==> src/rtl/unit_pkg.sv <==
`default_nettype none
// +--------------------------------------------------------------------------+
// | Module   : unit_pkg                                                      |
// | Brief    : Shared types, constants and width helpers for unit_mton.      |
// | Revision : 1.0                                                           |
// +--------------------------------------------------------------------------+
package unit_pkg;

    typedef enum logic [2:0] {
        IDLE = 3'd0,
        FWD  = 3'd1,
        BWD  = 3'd2,
        UPD  = 3'd3,
        READ = 3'd4
    } state_t;

    localparam logic c_W_RST = 1'b1;

    function automatic int imax(input int a, input int b);
        return (a > b) ? a : b;
    endfunction

    // Bits needed to index n items, never less than one.
    function automatic int cnt_width(input int n);
        return (n <= 2) ? 1 : $clog2(n);
    endfunction

    // Bits needed to hold a population count in 0..n.
    function automatic int pop_width(input int n);
        return (n <= 1) ? 1 : $clog2(n + 1);
    endfunction

endpackage
`default_nettype wire

==> src/rtl/unit_xnor_majority.sv <==
`default_nettype none
// +--------------------------------------------------------------------------+
// | Module   : unit_xnor_majority                                            |
// | Brief    : maj = (2 * popcount(~(a ^ b)) >= N); ties resolve to 1.       |
// | Revision : 1.0                                                           |
// +--------------------------------------------------------------------------+
module unit_xnor_majority
    import unit_pkg::*;
#(
    parameter int N  = 3,
    parameter int PW = pop_width(N)
) (
    input  logic [N-1:0] a,
    input  logic [N-1:0] b,
    output logic         maj
);

    logic [N-1:0]  w_eq;
    logic [PW-1:0] w_pop;

    assign w_eq = ~(a ^ b);

    always_comb begin
        w_pop = '0;
        for (int k = 0; k < N; k++) begin
            w_pop = w_pop + PW'(w_eq[k]);
        end
    end

    assign maj = ({w_pop, 1'b0} >= (PW + 1)'(N));

endmodule
`default_nettype wire

==> src/rtl/unit_mton.sv <==
`default_nettype none
// +--------------------------------------------------------------------------+
// | Module   : unit_mton                                                     |
// | Brief    : Binary-neuron layer: XNOR-majority forward/backward passes,   |
// |            error-driven weight update and serial weight readback.        |
// |            Define UNIT_STOCHASTIC_EN to gate updates with `oscillator`.  |
// | Revision : 1.0                                                           |
// +--------------------------------------------------------------------------+
module unit_mton
    import unit_pkg::*;
#(
    parameter int N_IN  = 3,
    parameter int N_OUT = 3
) (
    input  logic             clk_in,
    input  logic             rst_in,
    input  logic             oscillator,
    input  logic             fd_prop,
    input  logic             bk_prop,
    input  logic             rd_weights,
    input  logic [N_IN-1:0]  fin,
    input  logic [N_OUT-1:0] bin,
    output logic [N_OUT-1:0] fout,
    output logic [N_IN-1:0]  bout,
    output logic             control_out,
    output logic             control_valid,
    output logic             busy,
    output logic             done
);

    localparam int PW = pop_width(imax(N_IN, N_OUT));
    localparam int IW = cnt_width(imax(imax(N_IN, N_OUT), N_IN * N_OUT));
    localparam logic [IW-1:0] c_LAST_COL = IW'(N_OUT - 1);
    localparam logic [IW-1:0] c_LAST_ROW = IW'(N_IN - 1);
    localparam logic [IW-1:0] c_LAST_BIT = IW'(N_IN * N_OUT - 1);

    state_t           r_state;
    state_t           w_state_nxt;
    logic [IW-1:0]    r_idx;
    logic [IW-1:0]    w_idx_nxt;
    logic             w_last;

    logic [N_OUT-1:0] r_w [N_IN];
    logic [N_IN-1:0]  r_fin_q;
    logic [N_OUT-1:0] r_bin_q;
    logic [N_OUT-1:0] r_shadow;
    logic [N_IN-1:0]  r_bshadow;
    logic [N_OUT-1:0] r_fout;
    logic [N_IN-1:0]  r_bout;
    logic             r_ctl_out;
    logic             r_ctl_vld;
    logic             r_fin_pend;
    logic             r_fout_pend;
    logic             r_done;

    logic [N_IN-1:0]  w_col;
    logic [N_OUT-1:0] w_row;
    logic             w_rd_bit;
    logic             w_fmaj;
    logic             w_bmaj;
    logic [N_OUT-1:0] w_shadow_nxt;
    logic [N_IN-1:0]  w_bshadow_nxt;
    logic             w_gate;

`ifdef UNIT_STOCHASTIC_EN
    assign w_gate = oscillator;
`else
    logic w_unused_osc;
    assign w_unused_osc = oscillator;
    assign w_gate       = 1'b1;
`endif

    // Column, row and readback bit selected by the shared index counter.
    always_comb begin
        w_col    = '0;
        w_row    = '0;
        w_rd_bit = 1'b0;
        for (int i = 0; i < N_IN; i++) begin
            for (int j = 0; j < N_OUT; j++) begin
                if (r_idx == IW'(j))              w_col[i] = r_w[i][j];
                if (r_idx == IW'(i))              w_row[j] = r_w[i][j];
                if (r_idx == IW'(i * N_OUT + j))  w_rd_bit = r_w[i][j];
            end
        end
    end

    unit_xnor_majority #(.N(N_IN), .PW(PW)) u_fwd_maj (
        .a   (r_fin_q),
        .b   (w_col),
        .maj (w_fmaj)
    );

    unit_xnor_majority #(.N(N_OUT), .PW(PW)) u_bwd_maj (
        .a   (r_bin_q),
        .b   (w_row),
        .maj (w_bmaj)
    );

    always_comb begin
        w_shadow_nxt  = r_shadow;
        w_bshadow_nxt = r_bshadow;
        for (int j = 0; j < N_OUT; j++) begin
            if (r_idx == IW'(j)) w_shadow_nxt[j] = w_fmaj;
        end
        for (int i = 0; i < N_IN; i++) begin
            if (r_idx == IW'(i)) w_bshadow_nxt[i] = w_bmaj;
        end
    end

    always_ff @(posedge clk_in or negedge rst_in) begin
        if (!rst_in) r_state <= IDLE;
        else         r_state <= w_state_nxt;
    end

    always_comb begin
        w_state_nxt = r_state;
        w_last      = 1'b0;
        w_idx_nxt   = r_idx + 1'b1;
        case (r_state)
            IDLE: begin
                w_idx_nxt = '0;
                if (fd_prop)         w_state_nxt = FWD;
                else if (bk_prop)    w_state_nxt = BWD;
                else if (rd_weights) w_state_nxt = READ;
            end
            FWD: if (r_idx == c_LAST_COL) begin
                w_last      = 1'b1;
                w_state_nxt = IDLE;
                w_idx_nxt   = '0;
            end
            BWD: if (r_idx == c_LAST_ROW) begin
                w_state_nxt = UPD;
                w_idx_nxt   = '0;
            end
            UPD: if (r_idx == c_LAST_COL) begin
                w_last      = 1'b1;
                w_state_nxt = IDLE;
                w_idx_nxt   = '0;
            end
            READ: if (r_idx == c_LAST_BIT) begin
                w_last      = 1'b1;
                w_state_nxt = IDLE;
                w_idx_nxt   = '0;
            end
            default: begin
                w_state_nxt = IDLE;
                w_idx_nxt   = '0;
            end
        endcase
    end

    // done (and the forward result) land one edge after the final step.
    always_ff @(posedge clk_in or negedge rst_in) begin
        if (!rst_in) begin
            r_idx       <= '0;
            r_fin_q     <= '0;
            r_bin_q     <= '0;
            r_shadow    <= '0;
            r_bshadow   <= '0;
            r_fout      <= '0;
            r_bout      <= '0;
            r_ctl_out   <= 1'b0;
            r_ctl_vld   <= 1'b0;
            r_fin_pend  <= 1'b0;
            r_fout_pend <= 1'b0;
            r_done      <= 1'b0;
        end else begin
            r_idx       <= w_idx_nxt;
            r_fin_pend  <= w_last;
            r_done      <= r_fin_pend;
            r_fout_pend <= w_last && (r_state == FWD);
            r_ctl_vld   <= 1'b0;
            if (r_fout_pend) r_fout <= r_shadow;
            case (r_state)
                IDLE: begin
                    if (fd_prop)      r_fin_q <= fin;
                    else if (bk_prop) r_bin_q <= bin;
                end
                FWD:  r_shadow <= w_shadow_nxt;
                BWD: begin
                    r_bshadow <= w_bshadow_nxt;
                    if (r_idx == c_LAST_ROW) r_bout <= w_bshadow_nxt;
                end
                READ: begin
                    r_ctl_out <= w_rd_bit;
                    r_ctl_vld <= 1'b1;
                end
                default: ;
            endcase
        end
    end

    always_ff @(posedge clk_in or negedge rst_in) begin
        if (!rst_in) begin
            for (int i = 0; i < N_IN; i++) r_w[i] <= {N_OUT{c_W_RST}};
        end else if (r_state == UPD) begin
            for (int j = 0; j < N_OUT; j++) begin
                if ((r_idx == IW'(j)) && (r_fout[j] != r_bin_q[j]) && w_gate) begin
                    for (int i = 0; i < N_IN; i++) r_w[i][j] <= ~(r_fin_q[i] ^ r_bin_q[j]);
                end
            end
        end
    end

    assign fout          = r_fout;
    assign bout          = r_bout;
    assign control_out   = r_ctl_out;
    assign control_valid = r_ctl_vld;
    assign busy          = (r_state != IDLE);
    assign done          = r_done;

endmodule
`default_nettype wire

==> config.mk <==
export PLATFORM = sky130hd
export DESIGN_NAME = unit_mton
export DESIGN_NICKNAME = d
export VERILOG_FILES = /design/src/rtl/unit_pkg.sv /design/src/rtl/unit_xnor_majority.sv /design/src/rtl/unit_mton.sv
export SDC_FILE = /design/constraint.sdc
export NUM_CORES = 1
export LEC_CHECK = 0
export ABC_CLOCK_PERIOD_IN_PS = 3300
export CORE_MARGIN = 5
export CORE_UTILIZATION = 50
export CTS_BUF_LIST = sky130_fd_sc_hd__clkbuf_4
export DETAILED_ROUTE_END_ITERATION = 8
export PLACE_DENSITY = 0.75
export SLEW_MARGIN = 20
export SYNTH_ARGS = -nofsm -noshare
export SYNTH_HDL_FRONTEND = slang
export SYNTH_HIERARCHICAL = 1
export SYNTH_SLANG_ARGS = --single-unit
==> constraint.sdc <==
create_clock -name clk_in -period 3.3 [get_ports clk_in]
set_clock_uncertainty 0.2 [all_clocks]
set_input_delay 0.66 -clock clk_in [delete_from_list [all_inputs] [get_ports clk_in]]
set_output_delay 0.66 -clock clk_in [all_outputs]
set_load 0.02 [all_outputs]
==> results of run 1 <==
[cells by family (layout without fill, tap and decap cells)]
group / count (synthesis) / in the layout / synth area share
flip-flops: 38 / 38 / 0.431
buffers and inverters: 16 / 37 / 0.0342
AO/OA/AOI/OAI: 47 / 47 / 0.140
AND/OR/NAND/NOR: 86 / 86 / 0.221
multiplexers: 22 / 22 / 0.109
XOR/XNOR: 8 / 8 / 0.0314
adder cells (fa/ha/maj): 6 / 6 / 0.0336
[layer usage]
layer | part of all wire | vias up
met5 | 0 | -
met4 | 0.013 | 0
met3 | 0.050 | 6
met2 | 0.48 | 45
li1 | - | 845
met1 | 0.46 | 823
[state kept, by name (all words and copies together), names as in the netlist]
name	cells
r_shadow	3
bout	3
done	1
r_bin_q	3
fout	3
r_fin_q	3
control_valid	1
r_fout_pend	1
r_w	9
r_idx	4
r_fin_pend	1
r_state	3
control_out	1
r_bshadow	2
[where the power goes]
part	leakage, nW	internal (mW)	switching, mW
Clock	0.0374	0.159	0.161
Combinational	0.528	0.717	0.698
Sequential	0.456	0.678	0.319
Total	1.02	1.55	1.18
[through the flow]
| stage | area [um^2] | hold slack, ps | utilization | total power [mW] |
|---|---|---|---|---|
| floorplan | 2230 | 131 | - | 2.00 |
| global placement | 2470 | 132 | 0.567 | 2.37 |
| detailed placement | 2470 | 155 | 0.567 | 2.41 |
| CTS | 2550 | 178 | 0.586 | 2.74 |
| global route | 2550 | 190 | 0.586 | 2.97 |
| finish | 2550 | 180 | 0.586 | 2.73 |
[synth_stat cells, drive strengths merged, types with 5 or more instances]
| cell | n | area [um^2] |
|---|---|---|
| nand3 | 9 | 45.0 |
| dfstp | 9 | 236 |
| mux2 | 15 | 173 |
| nand2 | 10 | 37.5 |
| buf | 6 | 38.8 |
| mux2i | 7 | 70.1 |
| clkbuf | 6 | 22.5 |
| a21oi | 10 | 50.1 |
| nor2b | 7 | 43.8 |
| a31oi | 6 | 37.5 |
| ha | 6 | 75.1 |
| dfrtp | 29 | 726 |
| o21ai | 12 | 60.1 |
| nor3 | 5 | 30.0 |
| xnor2 | 7 | 61.3 |
| nor2 | 30 | 144 |
[cell usage in the layout, fill, tap and decap left out, drive strengths merged, types with 3 or more instances in the layout]
master	count
o21ai	12
nor3b	4
or3b	3
xnor2	7
clkdlybuf4s50	19
nor3	5
o221a	4
nor2b	7
ha	6
nand2	10
dfrtp	29
nor4	4
nand3	9
mux2i	7
buf	6
a31oi	6
nor2	30
dfstp	9
inv	4
mux2	15
nand2b	3
and2	3
a21oi	10
a221oi	4
clkbuf	5
nand3b	4
[path summary, 6_finish.rpt]
kind,endpoint,slack [ps],cells after the start
max in group asynchronous,r_bshadow[1],2180,1
worst max register to register,bout[1],370,11
worst min-delay path,done,180,0
min in group asynchronous,done,190,1
worst min register to register,done,180,0
worst max-delay path,bout[1],370,11
[area by class of cell]
| class | instances | share of cell area |
|---|---|---|
| multi-input combinational | 169 | 0.468 |
| tap | 52 | 0.0255 |
| clock buffer | 5 | 0.0147 |
| inverter | 4 | 0.00589 |
| timing repair buffer | 25 | 0.0912 |
| clock inverter | 3 | 0.0177 |
| sequential | 38 | 0.377 |
==> run_results.csv, run 1 <==
group,metric,value,unit
global_routing,gr-usage-met3,0.0304,
run_status,status,"finished, final reports clean",
clock_network,ctsLongestPathBuffers,2,
synth,synth_nets,241,
worst_setup_path,cp-start-kind,"register",
die,io_pins,22,
global_routing,gr-total-overflow,0,
synth,postSynthAreaPerCell,10.0,um^2
timing,max_freq,0.341,GHz
timing,setup_ws,370,ps
global_routing,antenna_found_initial,0,
clock_network,worstSkewPairLatency,350,ps
die,start_util,0.513,
global_routing,grt_pass1_wl,8010,um
worst_setup_path,reg2reg_from,"r_idx[0]",
clock_network,clock-root-buffer,"clkbuf_4",
worst_setup_path,end_kind,"register",
synth,synth_seq_cells,38,
clock_network,cts_buffers,5,
worst_setup_path,crit_required,3340,ps
timing,tightestPinTransition,834,ps
worst_setup_path,critPathTopFamily,"simple AND/OR/NAND/NOR gates",
min_path,min_path_type,"register to register",
final_layout,synthToLayoutAreaGrowth,14.3,%
drt,wl,4720,um
global_routing,use_met1,0.237,
job,drv_cap,0,
timing,relSlewSlack,0.444,
placement,port_buffers,20,
die,die_area,5900,um^2
clock_network,ctsResizeCount,0,
timing,min_period_over_period,0.888,
timing,drv_slew,0,
drt,drc,0,
clock_network,post_cts_buffers,0,
synth,ys_warn_count,6,
synth,synthesis.area,2230,um^2
die,fp.dieW,76.8,um
final_layout,fillers,354,
drt,vias,1719,
clock_network,clk_pin_slew,120,ps
drt,via_per_inst,5.81,
drt,drt_iter0_drc,95,
timing,rsz0062_at_grt,"false",
clock_network,ctsHoldBuffers,0,
global_routing,use_met2,0.262,
synth,yosysSeqAreaShare,0.431,
final_layout,antenna_cells,0,
worst_setup_path,crit_start,"r_idx[0]",
global_routing,busiest_layer,"met2",
global_routing,grt_pass1_vias,1548,
pwr,powerDensity,1070,nW/um^2
final_layout,final_cells,296,
synth,synth-edff-count,0,
placement,gpl.final_weighted_congestion,0.853,
placement,dp_hpwl,3410,um
die,rows,24,
die,core-area,4350,um^2
drt,drtPass1Iterations,4,
worst_setup_path,critPathArrivalTime,2970,ps
timing,finalSetupTns,0,ps
worst_setup_path,cp_num_buf_inv,1,
timing,hold_viol,0,
min_path,hold_path_startpoint,"r_fin_pend",
worst_setup_path,crit_chain,"inv_1 -> ha_1 -> or3b_2 -> nor2_1 -> a221oi_1 -> nor2_1 -> xnor2_1 -> ha_1 -> a21o_1 -> mux2i_1 -> o21ai_0",
synth,async_reset_ff_frac,1.00,
global_routing,grt_start_max_net_pins,39,
global_routing,grt_usage,0.170,
final_layout,final_net_count,261,
synth,synth_ff_type,"dfrtp_1",
die,die_h,76.8,um
timing,setup_violations,0,
final_layout,ff_latch_area,962,um^2
pwr,ir_worst_vdd,0.000624,V
drt,antenna_left,0,
timing,min_period,2930,ps
worst_setup_path,path_class,"register to register",
synth,synthCells,223,
pwr,p_leak,1.02,nW
clock_network,cts_tree,"yes",
drt,routedWlPerCell,15.9,um
placement,numPlacedInstances,288,
placement,dp_slack,433,ps
final_layout,drive_gt1_frac,0.205,
worst_setup_path,path_max_fanout,5,
final_layout,multi_input_area,1190,um^2
clock_network,htree_levels,2,
worst_setup_path,critPathSlowestCell,"or3b_2",
worst_setup_path,critPathMaxStageDelay,480,ps
synth,synth_cell_types,46,
clock_network,clkSinkCount,38,
(Power assumes the default switching activity.)
==> run 2, diff against run 1 <==
--- a/config.mk
+++ b/config.mk
@@ -5,12 +5,11 @@
 export SDC_FILE = /design/constraint.sdc
 export NUM_CORES = 1
 export LEC_CHECK = 0
-export ABC_CLOCK_PERIOD_IN_PS = 3300
 export CORE_MARGIN = 5
 export CORE_UTILIZATION = 50
 export CTS_BUF_LIST = sky130_fd_sc_hd__clkbuf_4
 export DETAILED_ROUTE_END_ITERATION = 8
-export PLACE_DENSITY = 0.75
+export PLACE_DENSITY_LB_ADDON = 0.15
 export SLEW_MARGIN = 20
 export SYNTH_ARGS = -nofsm -noshare
 export SYNTH_HDL_FRONTEND = slang
==> run 2 against run 1 <==
Effect of this change: register-to-register slack got worse by 40 ps; maximum frequency shrank 1.5%; worst setup slack worse by 44 ps; sequential share of layout area rose by 0.37 points; via count down 0.93%; global-route usage rose by 0.46 points; clock power shrank 20%; die area is the same; first-iteration DRC count is 9.5% higher; hold slack worse by 15 ps; critical endpoint is now bout[2]; largest power group unchanged; highest routed layer unchanged.
==> run_results.csv, run 2 (synthesis results as in run 1) <==
group,metric,value,unit
run_status,status,"finished, final reports clean",
drt,antenna_left,0,
timing,drv_slew,0,
drt,drc,0,
drt,vias,1703,
clock_network,ctsResizeCount,0,
global_routing,gr-total-overflow,0,
final_layout,synthToLayoutAreaGrowth,13.2,%
pwr,p_leak,1.01,nW
clock_network,post_cts_buffers,0,
die,fp.dieW,76.8,um
final_layout,largest_reg_flops,9,
min_path,min_path_type,"register to register",
drt,wl,4830,um
drt,routedWlPerCell,16.3,um
timing,hold_viol,0,
clock_network,ctsHoldBuffers,0,
worst_setup_path,cp-start-kind,"register",
final_layout,final_cell_mix,"dfrtp_1, nor2_1, clkdlybuf4s50_1",
final_layout,layout_commonest_cell,"dfrtp_1",
timing,relSlewSlack,0.426,
clock_network,cts_tree,"yes",
final_layout,final_net_count,261,
worst_setup_path,path_class,"register to register",
timing,max_freq,0.336,GHz
timing,min_period_over_period,0.901,
worst_setup_path,crit_required,3350,ps
die,start_util,0.513,
clock_network,clock-root-buffer,"clkbuf_4",
final_layout,regMostFlops,"r_w",
worst_setup_path,critPathArrivalTime,3030,ps
clock_network,htree_levels,2,
placement,place_area,2470,um^2
global_routing,antenna_found_initial,0,
final_layout,fin_area,2530,um^2
global_routing,grt_pass1_vias,1654,
min_path,hold_depth,0,
timing,finalSetupTns,0,ps
drt,drtPass1Iterations,4,
placement,gpl.final_weighted_congestion,0.813,
die,die_h,76.8,um
timing,rsz0062_at_grt,"false",
worst_setup_path,r2r_setup_slack,330,ps
final_layout,drive_gt1_frac,0.201,
global_routing,grt_start_max_net_pins,39,
timing,min_period,2970,ps
final_layout,antenna_cells,0,
die,rows,24,
clock_network,ctsLongestPathBuffers,2,
clock_network,worstSkewPairLatency,360,ps
pwr,ir_worst_vdd,0.000522,V
global_routing,grt_pass1_wl,8310,um
pwr,powerDensity,1050,nW/um^2
timing,tightestPinTransition,862,ps
drt,drt_iter0_drc,104,
clock_network,clk_pin_slew,140,ps
die,die_area,5900,um^2
drt,via_per_inst,5.75,
clock_network,cts_buffers,5,
placement,port_buffers,20,
final_layout,biggestRegsByFlops,"r_w x9, r_idx x4",
clock_network,clkSinkCount,38,
worst_setup_path,end_kind,"register",
placement,dp_hpwl,3390,um
worst_setup_path,path_max_fanout,5,
global_routing,grt_usage,0.174,
job,drv_cap,0,
timing,setup_violations,0,
die,core-area,4350,um^2
worst_setup_path,r2r_cells,10,
die,io_pins,22,
==> run 2: layout make-up <==
cell class	instances	area (um^2)
repair buffers	25	233
multi-input cells	169	1190
inverters	4	15.0
clock inverters	3	20.0
well taps	52	65.1
clock buffers	5	37.5
flip-flops and latches	38	962
fillers	382	1830
==> run 2: power breakdown <==
group          internal, mW  switching, mW
Combinational         0.717          0.707
Clock                0.0832          0.173
Sequential            0.677          0.307
Total                  1.48           1.19
==> run 2: worst max-delay path: stages (launching register included) <==
cell	delay (ps)
dfrtp_1	450
inv_1	110
ha_1	260
or3b_2	480
nor2_1	210
a221oi_1	120
nor2_1	150
xnor2_1	140
ha_1	250
a21o_1	220
mux2_2	280
==> run 2: path summary, 6_finish.rpt <==
path	endpoint	from
worst min register to register	done	r_fin_pend
worst min-delay path	done	r_fin_pend
max in group asynchronous	r_bin_q[0]	rst_in
min in group asynchronous	r_state[0]	rst_in
worst max register to register	bout[2]	r_idx[0]
worst max-delay path	bout[2]	r_idx[0]
==> run 2: through the flow <==
stage                     total power [mW]  worst slack (ps)  instances  hold WS, ps  utilization
final                                 2.66               326        296          166        0.580
after global routing                  2.90              93.8        296          192        0.580
after CTS                             2.67               324        296          165        0.580
after detailed placement              2.41               340        288          136        0.567
after global placement                2.39               400        288          133        0.567
after floorplan                       2.00               479        223          131            -
==> run 2: layer usage <==
layer / global-route usage / vias to the layer above / routed length, um
met5: 0 / - / 0
met4: 0.0629 / 0 / 44
met3: 0.0386 / 5 / 169
met2: 0.262 / 29 / 2260
met1: 0.245 / 814 / 2350
li1: - / 855 / -
